## src/rtl/serial_arith_pkg.sv

```systemverilog
// Shared FSM encoding and default operand width for the serial arithmetic blocks.
package serial_arith_pkg;

    typedef enum logic [1:0] {
        IDLE = 2'd0,
        RUN  = 2'd1,
        DONE = 2'd2
    } state_t;

    localparam int DEFAULT_WIDTH = 8;

endpackage

```

## src/rtl/full_subtractor.sv

```systemverilog
// One-bit full subtractor: d = a - b - bin, with borrow out.
module full_subtractor (
    input  logic a,
    input  logic b,
    input  logic bin,
    output logic d,
    output logic bout
);

    assign d    = a ^ b ^ bin;
    assign bout = (~a & b) | (~(a ^ b) & bin);

endmodule

```

## src/rtl/serial_subtractor.sv

```systemverilog
// Bit-serial unsigned subtractor: LSB-first, one bit per clock, with
// valid/ready handshakes on the operand and result sides.
module serial_subtractor
    import serial_arith_pkg::*;
#(
    parameter int WIDTH = DEFAULT_WIDTH
) (
    input  logic             clk,
    input  logic             rst,
    input  logic             start_valid,
    output logic             start_ready,
    input  logic [WIDTH-1:0] A,
    input  logic [WIDTH-1:0] B,
    output logic [WIDTH-1:0] D,
    output logic             BOUT,
    output logic             done_valid,
    input  logic             done_ready
);

    localparam int CW = $clog2(WIDTH);
    localparam logic [CW-1:0] LAST = CW'(WIDTH - 1);

    state_t           state;
    state_t           state_next;
    logic [WIDTH-1:0] a_sr;
    logic [WIDTH-1:0] b_sr;
    logic [WIDTH-1:0] d_sr;
    logic             bor;
    logic [CW-1:0]    cnt;
    logic             bit_d;
    logic             bit_bout;

    full_subtractor u_fs (
        .a    (a_sr[0]),
        .b    (b_sr[0]),
        .bin  (bor),
        .d    (bit_d),
        .bout (bit_bout)
    );

    always_ff @(posedge clk or posedge rst) begin
        if (rst) begin
            state <= IDLE;
        end else begin
            state <= state_next;
        end
    end

    always_comb begin
        state_next = state;
        case (state)
            IDLE:    if (start_valid) state_next = RUN;
            RUN:     if (cnt == LAST) state_next = DONE;
            DONE:    if (done_ready)  state_next = IDLE;
            default: state_next = IDLE;
        endcase
    end

    assign start_ready = (state == IDLE);
    assign done_valid  = (state == DONE);

    // Operands shift out at bit 0; each difference bit enters at the MSB so
    // that after WIDTH shifts the result sits in natural bit order.
    always_ff @(posedge clk or posedge rst) begin
        if (rst) begin
            a_sr <= '0;
            b_sr <= '0;
            d_sr <= '0;
            bor  <= 1'b0;
            cnt  <= '0;
        end else begin
            case (state)
                IDLE: begin
                    if (start_valid) begin
                        a_sr <= A;
                        b_sr <= B;
                        bor  <= 1'b0;
                        cnt  <= '0;
                    end
                end
                RUN: begin
                    d_sr <= {bit_d, d_sr[WIDTH-1:1]};
                    a_sr <= a_sr >> 1;
                    b_sr <= b_sr >> 1;
                    bor  <= bit_bout;
                    cnt  <= (cnt == LAST) ? '0 : cnt + 1'b1;
                end
                default: ;
            endcase
        end
    end

    assign D    = d_sr;
    assign BOUT = bor;

endmodule

```

## config.mk

```make
export PLATFORM = sky130hd
export DESIGN_NAME = serial_subtractor
export DESIGN_NICKNAME = d
export VERILOG_FILES = /design/src/rtl/serial_arith_pkg.sv /design/src/rtl/full_subtractor.sv /design/src/rtl/serial_subtractor.sv
export SDC_FILE = /design/constraint.sdc
export NUM_CORES = 1
export LEC_CHECK = 0
export CORE_UTILIZATION = 40
export CTS_CLUSTER_SIZE = 8
export DETAILED_ROUTE_END_ITERATION = 6
export PLACE_DENSITY = 0.75
export SLEW_MARGIN = 20
export SYNTH_ARGS = -nofsm -noshare
export SYNTH_HDL_FRONTEND = slang
export SYNTH_SLANG_ARGS = --single-unit
```

## constraint.sdc

```tcl
create_clock -name clk -period 2.5 [get_ports clk]
set_input_delay 0.5 -clock clk [delete_from_list [all_inputs] [get_ports clk]]
set_output_delay 0.5 -clock clk [all_outputs]
set_load 0.005 [all_outputs]
```

Yosys cells after proc, flatten, opt, wreduce, memory -nomap -nowiden
Cells that the tools add are included.

Output and inout bits: 11. Bits of input ports: 20. Flip-flop bits (word level): 30.

Eq/ne operators: 6. Reduce and logical (&&, ||, !) cells: 4. Bitwise operators: 7. Add/subtract/negate cells: 1. Mux-type cells: 13.

Operator list (number): 8-bit one-hot mux with 2 select lines (2); 8-bit 2-to-1 mux (2); 2-bit 2-to-1 mux (3); 3-bit 2-to-1 mux (2); 2-bit one-hot mux with 3 select lines (1); 3-bit one-hot mux with 2 select lines (1); 2-bit inequality test (second input constant) (2); 3-bit by 1-bit adder with 3-bit output (second input constant) (1); 3-bit == test (second input constant) (1); 3-bit AND reduction (1); 1-bit bitwise AND (2); 2-bit by 1-bit == test with 1-bit output (second input constant) (1); 2-bit == test (second input constant) (1); 2-bit zero test (1); 2-bit by 1-bit inequality test with 1-bit output (second input constant) (1); 1-bit NOT (2); 1-bit one-hot mux with 2 select lines (1); 2-bit AND reduction (1); 2-bit nonzero test (1); 1-bit XOR (2); 1-bit 2-to-1 mux (1); 1-bit OR (1).

Longest topological paths before layout
Gate-level depths: netlist (run 1).

Depth in word-level cells: 5. Depth in mapped cells: 4. Gate-level depth less buffers: 4.

Modules after synthesis
A second synthesis (run 1) with hierarchy kept.

Cells, all modules: 133. Area, all modules: 1487.7 um^2.

Modules (own cells, without submodules): serial_subtractor (area an instance 1456.4 um^2, cells an instance 129, times used 1, sequential area each 750.7 um^2); full_subtractor (area an instance 31.3 um^2, cells an instance 4, times used 1, sequential area each 0.0 um^2).

Worst setup path before layout (run 1)
Ideal clock, no wire load.

Path kind: register -> output. Start: reg state[1]. End: out start_ready. Stages on the path, launching flop included: 4. Arrival time: 0.854 ns. Buffers on the path: 2. Setup slack: 1.146 ns. Cell sequence: dfrtp_1 buf_6 buf_2 nor2_1.

Longest elaborated chain between the ends: 1.

Ends and longest elaborated chain: start: declaration (RTL line serial_subtractor.sv:23) `state_t state;`; start signal: assignment (RTL line serial_subtractor.sv:45) `state <= state_next;`; 2-bit zero test (RTL line serial_subtractor.sv:59) `assign start_ready = (state == IDLE);`; end: declaration (RTL line serial_subtractor.sv:11) `output logic start_ready,`.

No other way between the ends.

Final worst setup path (run 1)
Start: reg state[1]. End: out done_valid.

Longest elaborated chain between the ends: 1.

Ends and longest elaborated chain: 2-bit == test (RTL line serial_subtractor.sv:60) `assign done_valid = (state == DONE);`; end: declaration (RTL line serial_subtractor.sv:16) `output logic done_valid,`.

No other way between the ends.

==> results of run 1 <==
-- cell usage in the layout (no fill, tap or decap), drive strengths merged --
master / synthesis / routed
ha: 2 / 2
o221a: 5 / 5
clkinv: 0 / 1
a211o: 2 / 2
a22o: 5 / 5
mux2: 7 / 7
a221oi: 2 / 2
a211oi: 7 / 7
and2b: 1 / 1
nor4b: 7 / 7
dfrtp: 30 / 30
or4b: 5 / 5
buf: 6 / 3
mux2i: 1 / 1
o21ba: 1 / 1
nor4bb: 2 / 2
nor3b: 11 / 11
inv: 12 / 12
nor2: 2 / 2
nand2b: 3 / 3
a21oi: 1 / 1
fa: 1 / 1
o21bai: 1 / 1
nor2b: 3 / 3
clkdlybuf4s50: 0 / 30
clkbuf: 4 / 7
-- through the flow --
step / cells / util
finish: 198 / 0.549
global route: 198 / 0.549
CTS: 198 / 0.549
detailed placement: 190 / 0.522
global placement: 190 / 0.522
floorplan: 121 / -
-- power by group through the flow --
stage,logic (uW),clock network [uW],registers (uW)
floorplan,677,0,850
global placement,879,0,891
detailed placement,920,0,902
CTS,925,401,898
global route,1010,419,934
finish,906,389,897
-- layout make-up --
class | instances | area [um2]
Clock buffer | 7 | 86.3
Clock inverter | 1 | 5.00
Tap cell | 46 | 57.6
Fill cell | 300 | 1550
Inverter | 12 | 45.0
Timing Repair Buffer | 33 | 323
Sequential cell | 30 | 751
Multi-Input combinational cell | 69 | 622
-- state kept, by name, indices dropped and copies added (netlist names) --
signal  count
state       2
b_sr        8
D           8
a_sr        8
cnt         3
BOUT        1
-- per-layer routing --
layer | global-route usage | vias to the layer above | routed length [um]
met5 | 0 | - | 0
met4 | 0.0872 | 0 | 59
met3 | 0.0399 | 5 | 91
met2 | 0.278 | 21 | 1450
met1 | 0.190 | 528 | 1280
li1 | - | 504 | -
-- synthesized netlist by cell type --
cell type / number
mux2i_1: 1
clkbuf_8: 1
nor2b_1: 3
a211oi_1: 7
mux2_2: 7
nor4bb_1: 2
buf_6: 2
inv_1: 12
buf_2: 2
nand2b_1: 3
o21ba_2: 1
nor4b_1: 7
clkbuf_2: 1
and2b_2: 1
o221a_2: 5
nor3b_1: 11
a211o_1: 2
clkbuf_1: 2
a221oi_1: 2
a22o_2: 5
dfrtp_1: 30
fa_1: 1
buf_4: 2
nor2_1: 2
a21oi_1: 1
o21bai_2: 1
ha_1: 2
or4b_1: 5
-- cells by family (layout without fill, tap and decap cells) --
| kind of cell | after synthesis | in the layout | share of synthesized area |
|---|---|---|---|
| and+or+nand+nor | 34 | 34 | 0.180 |
| DFF | 30 | 30 | 0.503 |
| AOI/OAI and AO/OA | 24 | 24 | 0.148 |
| buffers and inverters | 22 | 53 | 0.0797 |
| muxes | 8 | 8 | 0.0596 |
| adders and majority gates | 3 | 3 | 0.0302 |
-- how the worst min path moves through the flow --
stage                      start      to  slack [ns]  depth (start not counted)
after floorplan           cnt[1]  cnt[1]        0.47                          1
after global placement      D[0]    D[0]        0.49                          1
after detailed placement    D[0]    D[0]        0.50                          1
after CTS                   D[0]    D[0]        0.51                          1
after global routing      cnt[2]  cnt[2]        0.54                          1
final                       D[0]    D[0]        0.51                          1
==> results.cfg, run 1 <==
[logic_synthesis]
fraction_of_synthesized_cell_area_taken_by_the_top_area_cell_type = 0.503
yosys_register_bits = 30
cell_accounting_for_the_most_synthesized_area = dfrtp_1
cells_taking_the_most_area_after_synthesis = dfrtp_1, nor3b_1, mux2_2
syn-mean-instance-area_um2 = 12.3
postSynthNetCount = 144
netlist_area_um2 = 1490
synthCells = 121
yosys_warnings = 0
synth.lib_cells_used.distinct = 28
synth_seq_area_share = 0.503

[run]
maxCapViolations = 0

[power_and_ir_drop]
pwr_density_cell_nw_per_um2 = 1160
power_frac_comb = 0.413
total_leakage_power_uw = 0.000816
power_frac_clock = 0.177
vdd_drop_max_mv = 0.398
internal_power_uw = 1500
total_power_uw = 2190
net-switching-power_uw = 697
seq_power_share = 0.409
power.share.switching = 0.318

[clock_tree]
cts_setup_buffers = 0
tritoncts = built
cts-root-to-sink-buffers = 2
cts_root_buf = clkbuf_8
numClockSinks = 30
cts.hold.buffers_added = 0
clk-insertion-delay-late_ns = 0.28
cts_max_level = 2
numCtsBuffers = 5
post_cts_resize_count = 0
worst_setup_hold_path_clk_slew_ns = 0.06

[detailed_routing]
drt_drc_violations_left = 0
wl_per_cell_um = 14.6
detail-route-antenna-nets = 0
route.detailed.vias_per_inst = 5.34
route.vias.total = 1058
dr_pass1_iterations = 4
drt-total-wl_um = 2880
drt_iter0_markers = 51

[setup_path]
data_arrival_time_of_the_worst_path_ns = 1.63
delay_of_the_slowest_critical_path_stage_ns = 0.58
setup.worst_path.end_class = output port
timing.critical_path.depth = 2
timing.critical_path.max_delay_family = flip-flops
timing.reg2reg.setup_slack_ns = 0.75
worst-setup-path-type = reg2out
worst_setup_path_start_kind = flop
startpoint = state[1]
crit_required_ns = 2.00
timing.critical_path.cells = nor2b_1, clkdlybuf4s50_1
critical_path.n_buffers_inverters = 1
worst_r2r_endpoint = D[3]
reg2reg_depth = 3
worstSetupEndpoint = done_valid
worst_r2r_src = state[0]
critical_path.slowest_cell = dfrtp_1
crit_path_max_fanout = 13

[status]
run_status = finished clean

[placement]
numPortBuffers = 30
place_congestion = 0.716
dp_worst_setup_slack_ns = 0.323
placed_area_um2 = 1800
dpl.hpwl_um = 2010

[sta]
timing.final.setup_violations = 0
period_share = 0.853
worst_hold_slack_ns = 0.510
timing.final.ws_setup_ns = 0.368
max-slew-margin-rel = 0.587
totalNegativeSetupSlack_ns = 0
finalCriticalPeriod_ns = 2.13
timing.final.hold_violations = 0
fin_skew_ns = 0.00251
grt_setup_unrepaired = false
max_clock_freq_mhz = 469
worstMarginPinSlew_ns = 0.617
drv_slew = 0

[floorplanning]
die_w_um = 63.1
core_area_um2 = 3440
die-area_um2 = 3980
std_cell_rows = 21
initial_utilization = 0.433
chipHeight_um = 63.1
num_io_pins = 31

[finish]
synthToLayoutAreaGrowth_pct = 26.7
layout.nets = 174
fraction_of_final_layout_cells_sized_beyond_drive_strength_1 = 0.197
final_design_area_no_fill_um2 = 1890
antenna_cells_inserted = 0

[global_routing]
total_overflow_reported_by_the_global_router = 0
grt_util_all_layers = 0.164
first_global_vias = 1141
maximum_number_of_pins_on_one_net_before_global_route_repair = 31
wire_length_of_the_first_global_routing_pass_um = 5040
grt_antenna_before_repair = 0

[min_path]
holdCritPathClass = reg2reg
(Power assumes the default switching activity.)
==> run 2: changes to the inputs <==
- CTS_CLUSTER_DIAMETER: default -> 60
==> results of run 2 <==
No change in the layout: final DEF, timing and power equal those of run 1.
